## config.mk

```make
export PLATFORM = sky130hd
export DESIGN_NAME = glb_cfg_start_pipe
export DESIGN_NICKNAME = d
export VERILOG_FILES = /design/src/rtl/global_buffer_param.sv /design/src/rtl/glb_pipe_stage.sv /design/src/rtl/glb_cfg_start_pipe.sv
export SDC_FILE = /design/constraint.sdc
export NUM_CORES = 1
export LEC_CHECK = 0
export CORE_AREA = 3 3 207 209
export DETAILED_ROUTE_END_ITERATION = 12
export DIE_AREA = 0 0 210 212
export PLACE_DENSITY_LB_ADDON = 0.08
export SLEW_MARGIN = 30
export SYNTH_ARGS = -nofsm -noshare
export SYNTH_HDL_FRONTEND = slang
export SYNTH_SLANG_ARGS = --single-unit
export TNS_END_PERCENT = 1
```

## constraint.sdc

```tcl
create_clock -name clk -period 2 [get_ports clk]
set_clock_uncertainty 0.2 [all_clocks]
set_input_delay 0.3 -clock clk [delete_from_list [all_inputs] [get_ports clk]]
set_output_delay 0.3 -clock clk [all_outputs]
set_load 0.02 [all_outputs]
```

## src/rtl/global_buffer_param.sv

```systemverilog
// Shared global-buffer constants and types used by the configuration start pipeline.
package global_buffer_param;

    localparam int CFG_START_PIPE_DEPTH = 1;
    localparam int CFG_START_RD_TIMEOUT = 64;

    typedef enum logic {
        RD_IDLE = 1'b0,
        RD_WAIT = 1'b1
    } cfg_rd_state_e;

endpackage

```

## src/rtl/glb_pipe_stage.sv

```systemverilog
// WIDTH-bit shift register of DEPTH stages with async active-low clear.
module glb_pipe_stage #(
    parameter int WIDTH = 1,
    parameter int DEPTH = 1
) (
    input  logic             clk,
    input  logic             reset_n,
    input  logic [WIDTH-1:0] d,
    output logic [WIDTH-1:0] q
);

    logic [WIDTH-1:0] stage_q [DEPTH];

    always_ff @(posedge clk or negedge reset_n) begin
        if (!reset_n) begin
            for (int i = 0; i < DEPTH; i++) stage_q[i] <= '0;
        end else begin
            stage_q[0] <= d;
            for (int i = 1; i < DEPTH; i++) stage_q[i] <= stage_q[i-1];
        end
    end

    assign q = stage_q[DEPTH-1];

endmodule

```

## src/rtl/glb_cfg_start_pipe.sv

```systemverilog
// Pipelined config start block with per-channel read tracking.
// Read timeout is built only when GLB_CFG_START_PIPE_TIMEOUT_EN is defined.
//   state   | meaning
//   RD_IDLE | no read outstanding; a new rd_en is accepted
//   RD_WAIT | one read outstanding; further rd_en dropped and flagged
module glb_cfg_start_pipe
    import global_buffer_param::*;
#(
    parameter int          NUM_CH       = 2,
    parameter int          ADDR_W       = 32,
    parameter int          DATA_W       = 32,
    parameter int          PIPE_DEPTH   = CFG_START_PIPE_DEPTH,
    parameter int          RD_TIMEOUT   = CFG_START_RD_TIMEOUT,
    parameter logic [31:0] TIMEOUT_DATA = 32'hDEAD_BEEF
) (
    input  logic                     clk,
    input  logic                     reset_n,
    input  logic [NUM_CH-1:0]        cfg_wr_en,
    input  logic [NUM_CH*ADDR_W-1:0] cfg_wr_addr,
    input  logic [NUM_CH*DATA_W-1:0] cfg_wr_data,
    input  logic [NUM_CH-1:0]        cfg_rd_en,
    input  logic [NUM_CH*ADDR_W-1:0] cfg_rd_addr,
    output logic [NUM_CH*DATA_W-1:0] cfg_rd_data,
    output logic [NUM_CH-1:0]        cfg_rd_data_valid,
    output logic [NUM_CH-1:0]        cfg_rd_busy,
    output logic [NUM_CH-1:0]        est_wr_en,
    output logic [NUM_CH-1:0]        est_rd_en,
    output logic [NUM_CH*ADDR_W-1:0] est_wr_addr,
    output logic [NUM_CH*ADDR_W-1:0] est_rd_addr,
    output logic [NUM_CH*DATA_W-1:0] est_wr_data,
    output logic [NUM_CH-1:0]        est_wr_clk_en,
    output logic [NUM_CH-1:0]        est_rd_clk_en,
    input  logic [NUM_CH*DATA_W-1:0] est_rd_data,
    input  logic [NUM_CH-1:0]        est_rd_data_valid,
    input  logic                     err_clr,
    output logic [NUM_CH*2-1:0]      err_flags
);

    localparam int REQ_W = 2 + 2*ADDR_W + DATA_W;
    localparam int RSP_W = 1 + DATA_W;
    localparam logic [DATA_W-1:0] TIMEOUT_WORD = DATA_W'(TIMEOUT_DATA);
`ifdef GLB_CFG_START_PIPE_TIMEOUT_EN
    localparam int CNT_W = $clog2(RD_TIMEOUT) + 1;
    localparam logic [CNT_W-1:0] CNT_LAST = CNT_W'(RD_TIMEOUT - 1);
`endif

    assign est_wr_clk_en = {NUM_CH{1'b1}};
    assign est_rd_clk_en = {NUM_CH{1'b1}};

    for (genvar ch = 0; ch < NUM_CH; ch++) begin : g_ch
        cfg_rd_state_e     state_q, state_d;
        logic              rd_accept, emit, timeout_hit;
        logic              rsp_valid;
        logic [DATA_W-1:0] rsp_data, emit_data, last_q;
        logic [1:0]        err_q, err_set;
        logic [REQ_W-1:0]  req_d, req_q;
        logic [RSP_W-1:0]  rsp_d, rsp_q;

        // Only accepted reads travel east; dropped ones leave a zero bubble.
        assign req_d = {cfg_wr_en[ch], cfg_wr_addr[ch*ADDR_W +: ADDR_W],
                        cfg_wr_data[ch*DATA_W +: DATA_W], rd_accept,
                        {ADDR_W{rd_accept}} & cfg_rd_addr[ch*ADDR_W +: ADDR_W]};

        glb_pipe_stage #(.WIDTH(REQ_W), .DEPTH(PIPE_DEPTH)) u_req_pipe (
            .clk     (clk),
            .reset_n (reset_n),
            .d       (req_d),
            .q       (req_q)
        );

        assign {est_wr_en[ch], est_wr_addr[ch*ADDR_W +: ADDR_W], est_wr_data[ch*DATA_W +: DATA_W],
                est_rd_en[ch], est_rd_addr[ch*ADDR_W +: ADDR_W]} = req_q;

        assign rsp_d = {est_rd_data_valid[ch], est_rd_data[ch*DATA_W +: DATA_W]};

        glb_pipe_stage #(.WIDTH(RSP_W), .DEPTH(PIPE_DEPTH)) u_rsp_pipe (
            .clk     (clk),
            .reset_n (reset_n),
            .d       (rsp_d),
            .q       (rsp_q)
        );

        assign {rsp_valid, rsp_data} = rsp_q;

`ifdef GLB_CFG_START_PIPE_TIMEOUT_EN
        logic [CNT_W-1:0] cnt_q, cnt_d;

        always_comb begin
            cnt_d = cnt_q;
            if (state_q == RD_IDLE) cnt_d = '0;
            else if (cnt_q != '1) cnt_d = cnt_q + 1'b1;
        end

        always_ff @(posedge clk or negedge reset_n) begin
            if (!reset_n) cnt_q <= '0;
            else          cnt_q <= cnt_d;
        end

        assign timeout_hit = (state_q == RD_WAIT) && (cnt_q == CNT_LAST);
`else
        assign timeout_hit = 1'b0;
`endif

        always_comb begin
            state_d   = state_q;
            rd_accept = 1'b0;
            emit      = 1'b0;
            emit_data = rsp_data;
            err_set   = 2'b00;
            case (state_q)
                RD_IDLE: begin
                    err_set[0] = rsp_valid;
                    if (cfg_rd_en[ch]) begin
                        rd_accept = 1'b1;
                        state_d   = RD_WAIT;
                    end
                end
                RD_WAIT: begin
                    err_set[1] = cfg_rd_en[ch];
                    // A real response beats a coincident timeout.
                    if (rsp_valid) begin
                        emit    = 1'b1;
                        state_d = RD_IDLE;
                    end else if (timeout_hit) begin
                        emit       = 1'b1;
                        emit_data  = TIMEOUT_WORD;
                        err_set[0] = 1'b1;
                        state_d    = RD_IDLE;
                    end
                end
            endcase
        end

        always_ff @(posedge clk or negedge reset_n) begin
            if (!reset_n) begin
                state_q <= RD_IDLE;
                last_q  <= '0;
                err_q   <= 2'b00;
            end else begin
                state_q <= state_d;
                if (emit) last_q <= emit_data;
                err_q <= (err_clr ? 2'b00 : err_q) | err_set;
            end
        end

        assign cfg_rd_data_valid[ch]            = emit;
        assign cfg_rd_data[ch*DATA_W +: DATA_W] = emit ? emit_data : last_q;
        assign cfg_rd_busy[ch]                  = (state_q == RD_WAIT);
        assign err_flags[ch*2 +: 2]             = err_q;
    end

endmodule

```

Word level (Yosys, flattened, before mapping):

Index checks and enable logic that the tools add are counted.

* register bits: 332
* input bits: 265
* output and inout bits: 272
* word-level logic and storage cells: 36

* mux-type cells: 20
* bitwise operators: 6

Operator list (number)
* 32-bit AND: 2
* 32-bit 2-to-1 mux: 2
* 1-bit 2-to-1 mux: 12
* 1-bit case mux with 2 select lines: 4
* 2-bit 2-to-1 mux: 2
* 2-bit bitwise OR: 2
* 1-bit inverter: 2

Depth between registers and ports, before layout:

Gate-level depths: netlist of run 1.

* depth after elaboration: 3
* mapped depth: 4
* gate-level depth less buffers: 2

Modules after synthesis:

Synthesis of run 1 repeated with hierarchy kept, for this count alone.

* cells, all modules: 501
* area, all modules: 9706.8 um^2

By module, submodules not included
* glb_pipe_stage (g_ch[0].u_req_pipe ...): cells an instance 98, sequential area each 2452.4 um^2, times used 2, area an instance 2452.4 um^2
* glb_cfg_start_pipe: cells an instance 239, sequential area each 1751.7 um^2, times used 1, area an instance 3150.5 um^2
* glb_pipe_stage (g_ch[0].u_rsp_pipe ...): cells an instance 33, sequential area each 825.8 um^2, times used 2, area an instance 825.8 um^2

Worst setup path before layout of run 1:

OpenSTA, ideal clock, no wires.

* kind: reg-to-output
* from: register g_ch[0].state_q
* to: output port cfg_rd_data[0]
* arrival: 1.119 ns
* data required time: 1.500 ns
* stages on the path, launching flop included: 4
* path buffers: 1
* path slack: 0.381 ns
* cells stage by stage: dfrtp_1 -> nand2_2 -> clkbuf_8 -> mux2_2

* cells in the longest elaborated chain, start to end: 2

RTL lines
* start, declared: line glb_cfg_start_pipe.sv:51 `cfg_rd_state_e state_q, state_d;`
* start signal, assigned: line glb_cfg_start_pipe.sv:140 `state_q <= state_d;`
* 1-bit 2-to-1 mux: line glb_cfg_start_pipe.sv:110 `case (state_q)`
* 32-bit 2-to-1 mux
* end, declared: line glb_cfg_start_pipe.sv:23 `output logic [NUM_CH*DATA_W-1:0] cfg_rd_data,`

Every way passes these cells.

Final worst setup path of run 1:

* from: register g_ch[1].state_q
* to: output port cfg_rd_data[52]

* cells in the longest elaborated chain, start to end: 2

RTL lines (line)
* start, declared: glb_cfg_start_pipe.sv:51
* start signal, assigned: glb_cfg_start_pipe.sv:140
* 1-bit 2-to-1 mux: glb_cfg_start_pipe.sv:110
* 32-bit 2-to-1 mux

Every way passes these cells.

==> metrics.cfg, run 1 <==
[logic_synthesis]
syn_area_um2=9710
seq_area_frac_synth_pct=85.6
ys_types=16
synth_top_area_share_pct=85.6
ys_seq_elements=332
synthCells=501
synth-edff-count=0
yosysTopAreaCell=dfrtp_1
synthFlopType=dfrtp_1
async_flop_share_pct=100
synth_common_cells=332 x dfrtp_1, 64 x and2_1, 64 x mux2_2
ys_warn_count=0
synth.avg_cell_area_um2=19.4
synth_area_leaders=dfrtp_1 86%, mux2_2 7.4%, and2_1 4.1%, clkbuf_8 0.85%, buf_4 0.62%
synth.most_common_cell=dfrtp_1

[placed_design]
placed_area_um2=15800
port_buffers=532
hpwl_um=27300
gp_congestion=0.795
dpl_worst_slack_ns=-0.148

[worst_setup_path]
end_kind=output pin
cp.arrival_ns=1.78
reg2reg_to=g_ch[1].u_req_pipe.q[16]
start_kind=register
endpoint=cfg_rd_data[52]
crit_required_ns=1.50
rr_worst_depth=3
r2r-start=g_ch[1].state_q
r2r_slack_ns=0.37
critical_path_class=register to output pin
startpoint=g_ch[1].state_q
cp_max_fo=4

[cts]
cts_htree_levels=2
clock_path_buffers=3
clk_pin_slew_ns=0.05
root_buffer=clkbuf_16
cts_tree=yes
clock_latency_ns=0.53
clock_sinks=332
numCtsBuffers=40

[die]
core_um2=41000
die_area_um2=44500
die_h_um=212
die_w_um=210
ioPinCount=537
initial_core_util_pct=23.7
rows=74

[final_layout]
area_growth_pct=96.6
final_nets=1544
stdcell_area_um2=19100
drive_gt1_share_pct=17.1

[pwr]
irDropWorstVdd_uv=628
power.leakage_nw=9.06
p_per_area_nw_per_um2=962

[global_routing]
grt_pass1_wl_um=53800
grt_pass1_vias=8089
grt_use_total_pct=16.4
antenna_found_initial=4
grt_max_degree=53
grt-ovfl-total=0

[timing]
hold_slack_ns=0.0405
final_hold_viol_count=0
setup_tns_ns=-13.26
min_period_over_period_pct=114
rsz0062_at_grt=yes
worst_pin_slew_ns=0.562
relSlewSlack_pct=62.6
drv_slew=0
max_freq_mhz=440
min_period_ns=2.28
setup_viol=64
fin_ws_ns=-0.275

[drt]
vias_per_cell=3.77
dr_total_vias=6948
firstDrtPassIters=4
ant_nets=0
first_iter_violations=304
wl_per_cell_um=19.8
route.detailed.drc=0
wirelength_um=36600

[status]
violations=negative setup slack
status=finished, violations left

[worst_hold_path]
hp-class=input pin to register

[run]
cap_viol_max_count=0

[how the worst min path moves through the flow]
stage                               start                        to  slack (ns)  cells past startpoint
after floorplan                   reset_n          g_ch[0].err_q[0]       -0.20                      0
after global placement            reset_n  g_ch[1].u_rsp_pipe.q[30]        0.06                      1
after detailed placement          reset_n        g_ch[1].last_q[30]        0.06                      1
after CTS                 est_rd_data[31]  g_ch[0].u_rsp_pipe.q[31]       0.009                      1
after global routing      est_rd_data[31]  g_ch[0].u_rsp_pipe.q[31]        0.02                      1
final                     est_rd_data[15]  g_ch[0].u_rsp_pipe.q[15]        0.04                      1
[logic make-up after synthesis]
kind of cell | after synthesis | share of synthesized area (%)
muxes | 64 | 7.42
DFF | 332 | 85.6
other | 1 | 0.0386
AOI/OAI and AO/OA | 6 | 0.412
and+or+nand+nor | 70 | 4.50
buffers and inverters | 28 | 2.04
[routing by layer]
| metal | up-vias | global-route usage [%] | wire, µm |
|---|---|---|---|
| met5 | - | 1.19 | 0 |
| met4 | 0 | 6.44 | 947 |
| met3 | 52 | 6.79 | 3230 |
| met2 | 262 | 29.0 | 19400 |
| met1 | 3483 | 17.6 | 13000 |
| li1 | 3151 | - | - |
[what timing repair did]
item / CTS / global route
gates resized for setup: 588 / 52
endpoints found under the setup margin: 262 / 72
cloned: 2 / 0
setup buffers: 5 / 0
pin swaps: 2 / 2
endpoints found under the hold margin: 524 / 0
hold buffers: 193 / 0
[report_power, final]
| part | internal (mW) | switching, mW |
|---|---|---|
| registers | 7.35 | 0.170 |
| clock network | 4.14 | 2.78 |
| logic | 2.09 | 1.82 |
[worst max-delay path, cell delays in order, from the launching register on]
cell and delay (ns):
dfrtp_1 0.41, nand2_4 0.14, buf_4 0.13, buf_4 0.10
mux2_2 0.34, buf_6 0.14
[sequential cells by signal, indices dropped and copies added, names as in the netlist]
register           cells
g_ch.err_q             4
g_ch.last_q           64
g_ch.state_q           2
g_ch.u_req_pipe.q    196
g_ch.u_rsp_pipe.q     66
[cell type report]
type / count / area, µm²
antenna: 4 / 10.0
fill: 3715 / 21900
multi-input combinational: 144 / 1410
inverter: 8 / 30.0
clock inverter: 8 / 51.3
timing repair buffer: 753 / 7400
sequential: 332 / 8310
clock buffer: 63 / 1210
tap: 532 / 666
[through the flow]
stage | instances | power [mW] | utilization (%)
2_1_floorplan | 504 | 9.01 | -
3_3_place_gp | 1570 | 11.1 | 38.6
3_5_place_dp | 1570 | 11.2 | 38.6
4_1_cts | 1841 | 18.6 | 46.2
5_1_grt | 1844 | 19.2 | 46.5
6_report | 1844 | 18.4 | 46.5
[cell usage in the layout (no fill, tap or decap)]
master,instances
nand2_1,2
dfrtp_1,332
clkinv_2,5
buf_8,1
mux2_2,13
diode_2,4
buf_12,11
dlygate4sd2_1,194
clkbuf_2,1
inv_6,2
buf_6,53
buf_2,11
conb_1,4
a21o_2,2
buf_4,18
clkbuf_16,41
clkdlybuf4s50_1,265
clkdlybuf4s15_1,1
nand2_4,2
and2b_2,1
clkbuf_8,10
and2b_1,1
dlymetal6s2s_1,4
mux2_4,51
inv_1,8
o21ai_0,2
clkinv_4,1
o22ai_1,2
and2_1,64
dlygate4sd3_1,193
buf_16,1
clkbuf_1,12
(Power assumes the default switching activity.)
==> run 2: changes to the inputs <==
- CORE_AREA: 3 3 207 209 -> 2 2 206 208
- DIE_AREA: 0 0 210 212 -> 0 0 208 210
- REMOVE_ABC_BUFFERS: default -> 1
==> metrics.cfg, run 2 (synthesized netlist as in run 1, its figures left out) <==
[final_layout]
final_common_cell=dfrtp_1
area_growth_pct=98.6
final_cell_mix=332 x dfrtp_1, 266 x clkdlybuf4s50_1, 190 x dlygate4sd3_1, 190 x dlygate4sd2_1, 64 x and2_1
fillerInstances=3794
diodes=0
drive_gt1_share_pct=18.0
largest_reg_flops=196
final_util_pct=46.5
final_nets=1549
stdcell_count=1853

[cts]
clk_pin_slew_ns=0.06
cts_htree_levels=2
numCtsBuffers=40
clock_latency_ns=0.55
clock_sinks=332
root_buffer=clkbuf_16
cts_tree=yes
clock_path_buffers=3

[drt]
wirelength_um=34500
ant_nets=0
vias_per_cell=3.74
wl_per_cell_um=18.6
route.detailed.drc=0
firstDrtPassIters=4
dr_total_vias=6928
first_iter_violations=261

[status]
violations=negative setup slack
status=finished, violations left

[timing]
setup_viol=65
max_freq_mhz=439
min_period_over_period_pct=114
rsz0062_at_grt=yes
drv_slew=0
final_hold_viol_count=0
fin_ws_ns=-0.277
setup_tns_ns=-15.58
min_period_ns=2.28

[global_routing]
grt_use_total_pct=15.9
grt_max_degree=61
grt-ovfl-total=0
antenna_found_initial=2
grt_pass1_wl_um=51600
grt_pass1_vias=7920

[worst_setup_path]
start_kind=register
cpLargestDelayFamily=flip-flops
cp_slowest_cell=dfrtp_1
cp.arrival_ns=1.78
cp_max_fo=6
end_kind=output pin
critPathMaxStageDelay_ns=0.40
worstPathCellList=nand2_4, buf_6, mux2_2, buf_2
crit_required_ns=1.50
critical_path_class=register to output pin
cp.buffers_inverters=2

[placed_design]
hpwl_um=25000
port_buffers=532
placed_cells=1586
gp_congestion=0.772

[die]
die_w_um=208
die_h_um=210
rows=75
initial_core_util_pct=23.4
die_area_um2=43700
ioPinCount=537
core_um2=41500

[pwr]
power.leakage_nw=9.17
irDropWorstVdd_uv=570
p_per_area_nw_per_um2=970

[worst_hold_path]
hp-class=input pin to register

[run]
cap_viol_max_count=0

[run 2: worst reg2reg max path: cells and delay by family (launching register included)]
family	cells	cell delay [ns]
DFF	1	0.40
and+or+nand+nor	2	0.51
buffers and inverters	2	0.36
[run 2: cell type report]
| cell class | instances | area, µm² | area share (%) |
|---|---|---|---|
| multi-input combinational | 144 | 1430 | 7.41 |
| tap | 539 | 674 | 3.50 |
| clock inverter | 11 | 116 | 0.604 |
| sequential | 332 | 8310 | 43.1 |
| inverter | 8 | 30.0 | 0.156 |
| clock buffer | 61 | 1190 | 6.18 |
| timing repair buffer | 758 | 7530 | 39.1 |
[run 2: path summary, 6_finish.rpt]
path	depth (start not counted)	slack [ns]	end	startpoint
max reg2reg	4	0.47	g_ch[1].u_req_pipe.q[15]	g_ch[1].state_q
min in group asynchronous	2	0.04	g_ch[0].u_req_pipe.q[79]	reset_n
min	1	0.03	g_ch[0].u_req_pipe.q[82]	cfg_wr_addr[17]
max	4	-0.28	cfg_rd_data[2]	g_ch[0].state_q
max in group asynchronous	4	0.83	g_ch[0].u_req_pipe.q[51]	reset_n
min reg2reg	1	0.29	g_ch[1].last_q[6]	g_ch[1].u_rsp_pipe.q[6]
[run 2: through the flow]
step           area [µm²]  hold WS, ns  total power [mW]  setup slack, ns
6_report            19300       0.0346              18.7           -0.277
5_1_grt             19300       0.0143              19.6           -0.369
4_1_cts             19100     0.000969              18.9           -0.450
3_5_place_dp        15900       0.0202              11.2           -0.150
3_3_place_gp        15900       0.0213              11.2           -0.148
2_1_floorplan        9550       -0.196              8.95           0.0962
[run 2: power by group]
part	total (mW)	switching [mW]	internal (mW)
Combinational	3.98	1.82	2.16
Clock	7.18	2.82	4.36
Sequential	7.53	0.179	7.35
Total	18.7	4.82	13.9
[run 2: routing by layer]
layer  track usage [%]  share of wire [%]  vias up
li1                  -                  -     3158
met1              18.0                 37     3405
met2              26.6                 50      294
met3              6.66                9.5       67
met4              6.60                3.2        4
met5                 0              0.078        -
[run 2: what timing repair did]
item | CTS | global route
pin swaps | 2 | 2
resized for setup | 549 | 84
hold buffers | 190 | 0
endpoints found under the setup margin | 258 | 74
hold endpoints to repair | 472 | 0
buffers inserted | 4 | 1
cloned | 3 | 1
